## src/rtl/if_fetch.sv

```systemverilog
// ---------------------------------------------------------------------------
// if_fetch -- instruction fetch stage with IF/ID pipeline register.
//
// Fetches one instruction per cycle from a level-request instruction memory.
// The fetched instruction is written into the IF/ID register. If decode stalls
// while a word is being acknowledged, that word is parked in a skid register.
// The unit then holds (no request) until decode frees up and the skid word
// drains into IF/ID.
//
// Optional feature: define IF_FETCH_STALL_CNT_EN to build a saturating
// counter of fetch-stall cycles on stall_cnt_o. Without the macro,
// stall_cnt_o is tied to 0.
//
// Ports
//   clk_i        in   1   clock, rising edge
//   rst_i        in   1   asynchronous active-low reset
//   start_i      in   1   run enable; low keeps/returns the unit to idle
//   pc_i         in  32   current PC from the PC register
//   flush_i      in   1   branch/jump taken: drop fetch, skid and IF/ID
//   id_stall_i   in   1   decode hazard; IF/ID must hold
//   mem_req_o    out  1   instruction read request (level)
//   mem_addr_o   out 32   read address (= pc_i)
//   mem_ack_i    in   1   read data valid for mem_addr_o
//   mem_data_i   in  32   instruction word
//   stall_o      out  1   PC hold (PC register select)
//   inst_o       out 32   IF/ID instruction
//   pc_o         out 32   IF/ID PC of inst_o
//   valid_o      out  1   IF/ID holds a real instruction
//   stall_cnt_o  out 32   fetch stall cycle count (0 unless macro defined)
//   dbg_state_o  out  2   FSM state (0 IDLE, 1 FETCH, 2 HOLD)
//
// Memory handshake: mem_req_o is a level held high for the whole FETCH
// state. A transfer completes on a rising edge where mem_req_o=1 and
// mem_ack_i=1. mem_data_i is sampled on that edge. mem_ack_i is ignored
// whenever mem_req_o=0. There is no outstanding-request state: the address
// is simply pc_i, so dropping the request (flush, reset, idle) leaves
// nothing pending.
// ---------------------------------------------------------------------------
module if_fetch (
  input  logic        clk_i,
  input  logic        rst_i,
  input  logic        start_i,
  input  logic [31:0] pc_i,
  input  logic        flush_i,
  input  logic        id_stall_i,
  output logic        mem_req_o,
  output logic [31:0] mem_addr_o,
  input  logic        mem_ack_i,
  input  logic [31:0] mem_data_i,
  output logic        stall_o,
  output logic [31:0] inst_o,
  output logic [31:0] pc_o,
  output logic        valid_o,
  output logic [31:0] stall_cnt_o,
  output logic [1:0]  dbg_state_o
);

  typedef enum logic [1:0] {
    S_IDLE  = 2'd0,
    S_FETCH = 2'd1,
    S_HOLD  = 2'd2
  } state_t;

  state_t      r_state;
  state_t      w_next;

  logic [31:0] r_inst;
  logic [31:0] r_pc;
  logic        r_valid;
  logic [31:0] r_skid_inst;
  logic [31:0] r_skid_pc;

  logic        w_mem_req;
  logic        w_stall;
  logic        w_load_fetch;  // memory word goes straight into IF/ID
  logic        w_load_skid;   // memory word parked while decode stalls
  logic        w_drain;       // skid word moves into IF/ID

  // State register
  always_ff @(posedge clk_i or negedge rst_i) begin
    if (!rst_i) begin
      r_state <= S_IDLE;
    end else begin
      r_state <= w_next;
    end
  end

  // Next state and combinational outputs
  always_comb begin
    w_next       = r_state;
    w_mem_req    = 1'b0;
    w_stall      = 1'b0;
    w_load_fetch = 1'b0;
    w_load_skid  = 1'b0;
    w_drain      = 1'b0;

    case (r_state)
      S_IDLE: begin
        if (start_i) w_next = S_FETCH;
      end
      S_FETCH: begin
        w_mem_req = 1'b1;
        if (mem_ack_i) begin
          if (id_stall_i) begin
            w_load_skid = 1'b1;
            w_next      = S_HOLD;   // drain must finish even if start_i fell
          end else begin
            w_load_fetch = 1'b1;
            w_next       = start_i ? S_FETCH : S_IDLE;
          end
        end else begin
          w_stall = 1'b1;
          w_next  = start_i ? S_FETCH : S_IDLE;
        end
      end
      S_HOLD: begin
        w_stall = 1'b1;
        if (!id_stall_i) begin
          w_drain = 1'b1;
          w_next  = start_i ? S_FETCH : S_IDLE;
        end
      end
      default: begin
        w_next = S_IDLE;
      end
    endcase

    // Flush wins over everything, including a decode stall: the PC register
    // must be free to load the branch target, so stall_o drops as well.
    if (flush_i) begin
      w_stall      = 1'b0;
      w_load_fetch = 1'b0;
      w_load_skid  = 1'b0;
      w_drain      = 1'b0;
      w_next       = start_i ? S_FETCH : S_IDLE;
    end
  end

  // IF/ID and skid registers
  always_ff @(posedge clk_i or negedge rst_i) begin
    if (!rst_i) begin
      r_inst      <= 32'h0;
      r_pc        <= 32'h0;
      r_valid     <= 1'b0;
      r_skid_inst <= 32'h0;
      r_skid_pc   <= 32'h0;
    end else if (flush_i) begin
      r_inst      <= 32'h0;       // NOP
      r_pc        <= 32'h0;
      r_valid     <= 1'b0;
      r_skid_inst <= 32'h0;
      r_skid_pc   <= 32'h0;
    end else if (w_load_fetch) begin
      r_inst  <= mem_data_i;
      r_pc    <= pc_i;
      r_valid <= 1'b1;
    end else if (w_load_skid) begin
      r_skid_inst <= mem_data_i;
      r_skid_pc   <= pc_i;
    end else if (w_drain) begin
      r_inst  <= r_skid_inst;
      r_pc    <= r_skid_pc;
      r_valid <= 1'b1;
    end
  end

`ifdef IF_FETCH_STALL_CNT_EN
  logic [31:0] r_stall_cnt;

  // Counts edges with the PC held; saturates and is untouched by flush.
  always_ff @(posedge clk_i or negedge rst_i) begin
    if (!rst_i) begin
      r_stall_cnt <= 32'h0;
    end else if (w_stall && (r_state != S_IDLE) && (r_stall_cnt != 32'hFFFF_FFFF)) begin
      r_stall_cnt <= r_stall_cnt + 32'd1;
    end
  end

  assign stall_cnt_o = r_stall_cnt;
`else
  assign stall_cnt_o = 32'h0;
`endif

  assign mem_req_o   = w_mem_req;
  assign mem_addr_o  = pc_i;
  assign stall_o     = w_stall;
  assign inst_o      = r_inst;
  assign pc_o        = r_pc;
  assign valid_o     = r_valid;
  assign dbg_state_o = r_state;

endmodule

```

## config.mk

```make
export PLATFORM = sky130hd
export DESIGN_NAME = if_fetch
export DESIGN_NICKNAME = d
export VERILOG_FILES = /design/src/rtl/if_fetch.sv
export SDC_FILE = /design/constraint.sdc
export NUM_CORES = 1
export LEC_CHECK = 0
export CORE_MARGIN = 3
export CORE_UTILIZATION = 50
export CTS_CLUSTER_DIAMETER = 150
export CTS_CLUSTER_SIZE = 16
export DETAILED_ROUTE_END_ITERATION = 6
export GPL_TIMING_DRIVEN = 0
export PLACE_DENSITY = 0.87
export REMOVE_ABC_BUFFERS = 1
export SLEW_MARGIN = 20
export SYNTH_ARGS = -nofsm -noshare
export SYNTH_HDL_FRONTEND = slang
export SYNTH_SLANG_ARGS = --single-unit
```

## constraint.sdc

```tcl
create_clock -name clk_i -period 4.15 [get_ports clk_i]
set_input_delay 0.83 -clock clk_i [delete_from_list [all_inputs] [get_ports clk_i]]
set_output_delay 0.83 -clock clk_i [all_outputs]
set_load 0.03 [all_outputs]
```

==> flow_metrics.env <==
export IMPL_leakagePower_nw=3.55
export IMPL_dieHeight_um=117
export IMPL_end_kind="output port"
export IMPL_max_cap_viol_count=0
export IMPL_io_pins=203
export IMPL_avgViaCountPerCell=5.66
export IMPL_syn_inst=617
export IMPL_cts_tree="yes"
export IMPL_crit_arrival_ps=2570
export IMPL_crit_path_frequent_cell="clkdlybuf4s50_1"
export IMPL_powerDensity_nw_per_um2=423
export IMPL_combPwrFrac=0.190
export IMPL_grt_pass1_vias=5363
export IMPL_critPathLaunchType="primary input"
export IMPL_fin_crit_ps=3400
export IMPL_drt_pass1_iterations=5
export IMPL_yosysWarnings=0
export IMPL_hold_slack_ps=401
export IMPL_tightest_slew_ps=1000
export IMPL_worst_path_max_delay_cell="clkdlybuf4s50_1"
export IMPL_synth_edf_count=0
export IMPL_n_antenna_cell=0
export IMPL_final_layout_size_suffix_gt1_frac=0.0618
export IMPL_cts_max_path_buffers=2
export IMPL_post_route_period_util=0.819
export IMPL_swShare=0.275
export IMPL_fin_tns_setup_ps=0
export IMPL_yosys_top_cells_area="dfrtp_1 (53%), buf_4 (8.6%), nand2_1 (7.9%), a221o_1 (7.1%), a21oi_1 (7.0%)"
export IMPL_status="complete, no violations"
export IMPL_final_cells=912
export IMPL_synthArstFlopShare=1.00
export IMPL_worstSetupPathType="in -> out"
export IMPL_setup_viol=0
export IMPL_fin_worst_skew_ps=7.48
export IMPL_cts_num_sinks=131
export IMPL_finalHoldViolations=0
export IMPL_vias=5163
export IMPL_yosysSeqAreaShare=0.529
export IMPL_hpwl_mm=10.7
export IMPL_dieArea_um2=13800
export IMPL_grt_usage=0.234
export IMPL_ctsResizeCount=0
export IMPL_cp_max_fo=8
export IMPL_grt_pass1_wl_mm=26.4
export IMPL_ys_ff_latch=131
export IMPL_grt_overflow_total=0
export IMPL_syn_avg_cell_area_um2=10.1
export IMPL_path_buf_inv=3
export IMPL_antenna_found_initial=0
export IMPL_ant_nets=0
export IMPL_cts_max_level=4
export IMPL_rr_worst_depth=6
export IMPL_slew_headroom=0.331
export IMPL_clkTransAtPathRegs_ps=60
export IMPL_clock_latency_ps=410
export IMPL_worstPathRequired_ps=3320
export IMPL_synth_top_area_cell="dfrtp_1"
export IMPL_grt_setup_unrepaired="no"
export IMPL_fmaxAchievable_mhz=294
export IMPL_area_growth_pct=33.4
export IMPL_timing_rr_start="dbg_state_o[0]$_DFFE_PN0P_"
export IMPL_rows=40
export IMPL_synth_top_flop_cell="dfrtp_1"
export IMPL_power_internal_w=0.00254
export IMPL_avgRoutedWirePerCell_um=18.0
export IMPL_cts_inserted_buffers=17
export IMPL_cts_root_buf="clkbuf_16"
export IMPL_cpLargestDelayFamily="buffers and inverters"
export IMPL_switchingPower_w=0.000962
export IMPL_drc=0
export IMPL_grt_max_degree=69
export IMPL_core_area_um2=12100
export IMPL_netlist_area_um2=6200
export IMPL_synth_top_cell_area_share=0.529
export IMPL_rrSetupSlack_ps=1210
export IMPL_synth_cell_types=32
export IMPL_portBuffers=170
export IMPL_nNetsFinal=808
export IMPL_hold_class="in -> async"
export IMPL_placed_cells=883
export IMPL_r2r_end="pc_o[16]$_DFFE_PN0P_"
export IMPL_drt_iter0_drc=579
export IMPL_holdBufCountCts=0
export IMPL_postCtsSetupRepairBufs=0
export IMPL_die_x_um=117
export IMPL_place_gp_congestion=0.783
export IMPL_crit_path_max_incr_delay_ps=700
export IMPL_finalMaxSlewViolations=0
export IMPL_power_frac_seq=0.402
export IMPL_start_util=0.514
export IMPL_ir_worst_vdd_v=0.000233
export IMPL_path_cells="clkdlybuf4s50_1 -> inv_1 -> a21oi_1 -> nor3b_1 -> clkdlybuf4s50_1"
export IMPL_wirelength_mm=16.4
export IMPL_clockPowerShare=0.408
## cell families (layout without fill, tap and decap cells)
kind of cell    count (synthesis)  after routing  share of synthesized area
compound gates                202            202                      0.234
fa+ha+maj                       4              4                    0.00807
buf+inv                       118            214                      0.124
flops                         131            131                      0.529
other cells                     1             32                   0.000605
simple gates                  161            161                      0.105
## area by class of cell
| class | count | area [um^2] |
|---|---|---|
| Multi-Input combinational cell | 399 | 2300 |
| Sequential cell | 131 | 3280 |
| Timing Repair Buffer | 181 | 1910 |
| Clock inverter | 6 | 80.1 |
| Tap cell | 168 | 210 |
| Fill cell | 882 | 3790 |
| Inverter | 4 | 15.0 |
| Clock buffer | 23 | 478 |
## synthesized netlist by cell type, types with 2 or more instances
cell / number
a21oi_1: 87
a221o_1: 44
buf_1: 6
buf_2: 18
buf_4: 71
buf_6: 5
clkbuf_1: 14
dfrtp_1: 131
ha_1: 4
inv_1: 3
nand2_1: 130
nor2_1: 21
o21a_1: 44
o21ai_0: 2
o2bb2ai_1: 20
## layer usage
metal	share of wire	track usage
met1	0.40	0.283
met2	0.51	0.401
met3	0.065	0.0554
met4	0.022	0.0982
met5	0	0
## through the flow
| stage | utilization | total power (W) | setup WS (ps) | instance area, um^2 |
|---|---|---|---|---|
| 6_report | 0.686 | 0.00350 | 753 | 8270 |
| 5_1_grt | 0.686 | 0.00362 | 658 | 8270 |
| 4_1_cts | 0.686 | 0.00352 | 752 | 8270 |
| 3_5_place_dp | 0.640 | 0.00209 | 548 | 7710 |
| 3_3_place_gp | 0.620 | 0.00205 | -5440 | 7480 |
| 2_1_floorplan | - | 0.00170 | -285 | 5560 |
## worst max-delay path by stage
stage	start	end	cells after the start
final	mem_ack_i	stall_o	5
after global routing	mem_ack_i	stall_o	5
after CTS	mem_ack_i	stall_o	5
after detailed placement	id_stall_i	pc_o[16]$_DFFE_PN0P_	5
after global placement	flush_i	inst_o[5]$_DFFE_PN0P_	4
after floorplan	dbg_state_o[1]$_DFFE_PN0P_	inst_o[10]$_DFFE_PN0P_	5
## layout by cell type, fill, tap and decap left out, drive strengths merged
cell type,Yosys,final
and3,1,1
conb,1,32
and2,1,1
dfrtp,131,131
nor3b,2,2
nand2,130,130
o21a,44,44
bufinv,0,2
o221ai,1,1
clkdlybuf4s50,0,168
nand3b,1,1
a211oi,1,1
nor2,21,21
a21oi,88,88
o21ai,2,2
a21o,1,1
a21boi,1,1
or3b,1,1
nor4bb,1,1
nor2b,1,1
a221o,44,44
inv,4,4
nand3,1,1
clkbuf,14,23
o2bb2ai,20,20
ha,4,4
buf,100,13
clkinv,0,4
or4,1,1
## flip-flops by register name, indices dropped and copies added (netlist names)
signal       flops
dbg_state_o      2
valid_o          1
inst_o          32
r_skid_pc       32
pc_o            32
r_skid_inst     32
## power by group through the flow
stage,Combinational [W],Sequential [W],Clock [W]
after floorplan,0.000195,0.00151,0
after global placement,0.000626,0.00142,0
after detailed placement,0.000662,0.00142,0
after CTS,0.000666,0.00140,0.00145
after global routing,0.000703,0.00141,0.00151
final,0.000665,0.00141,0.00143
Power figures use the tool's default switching activity.
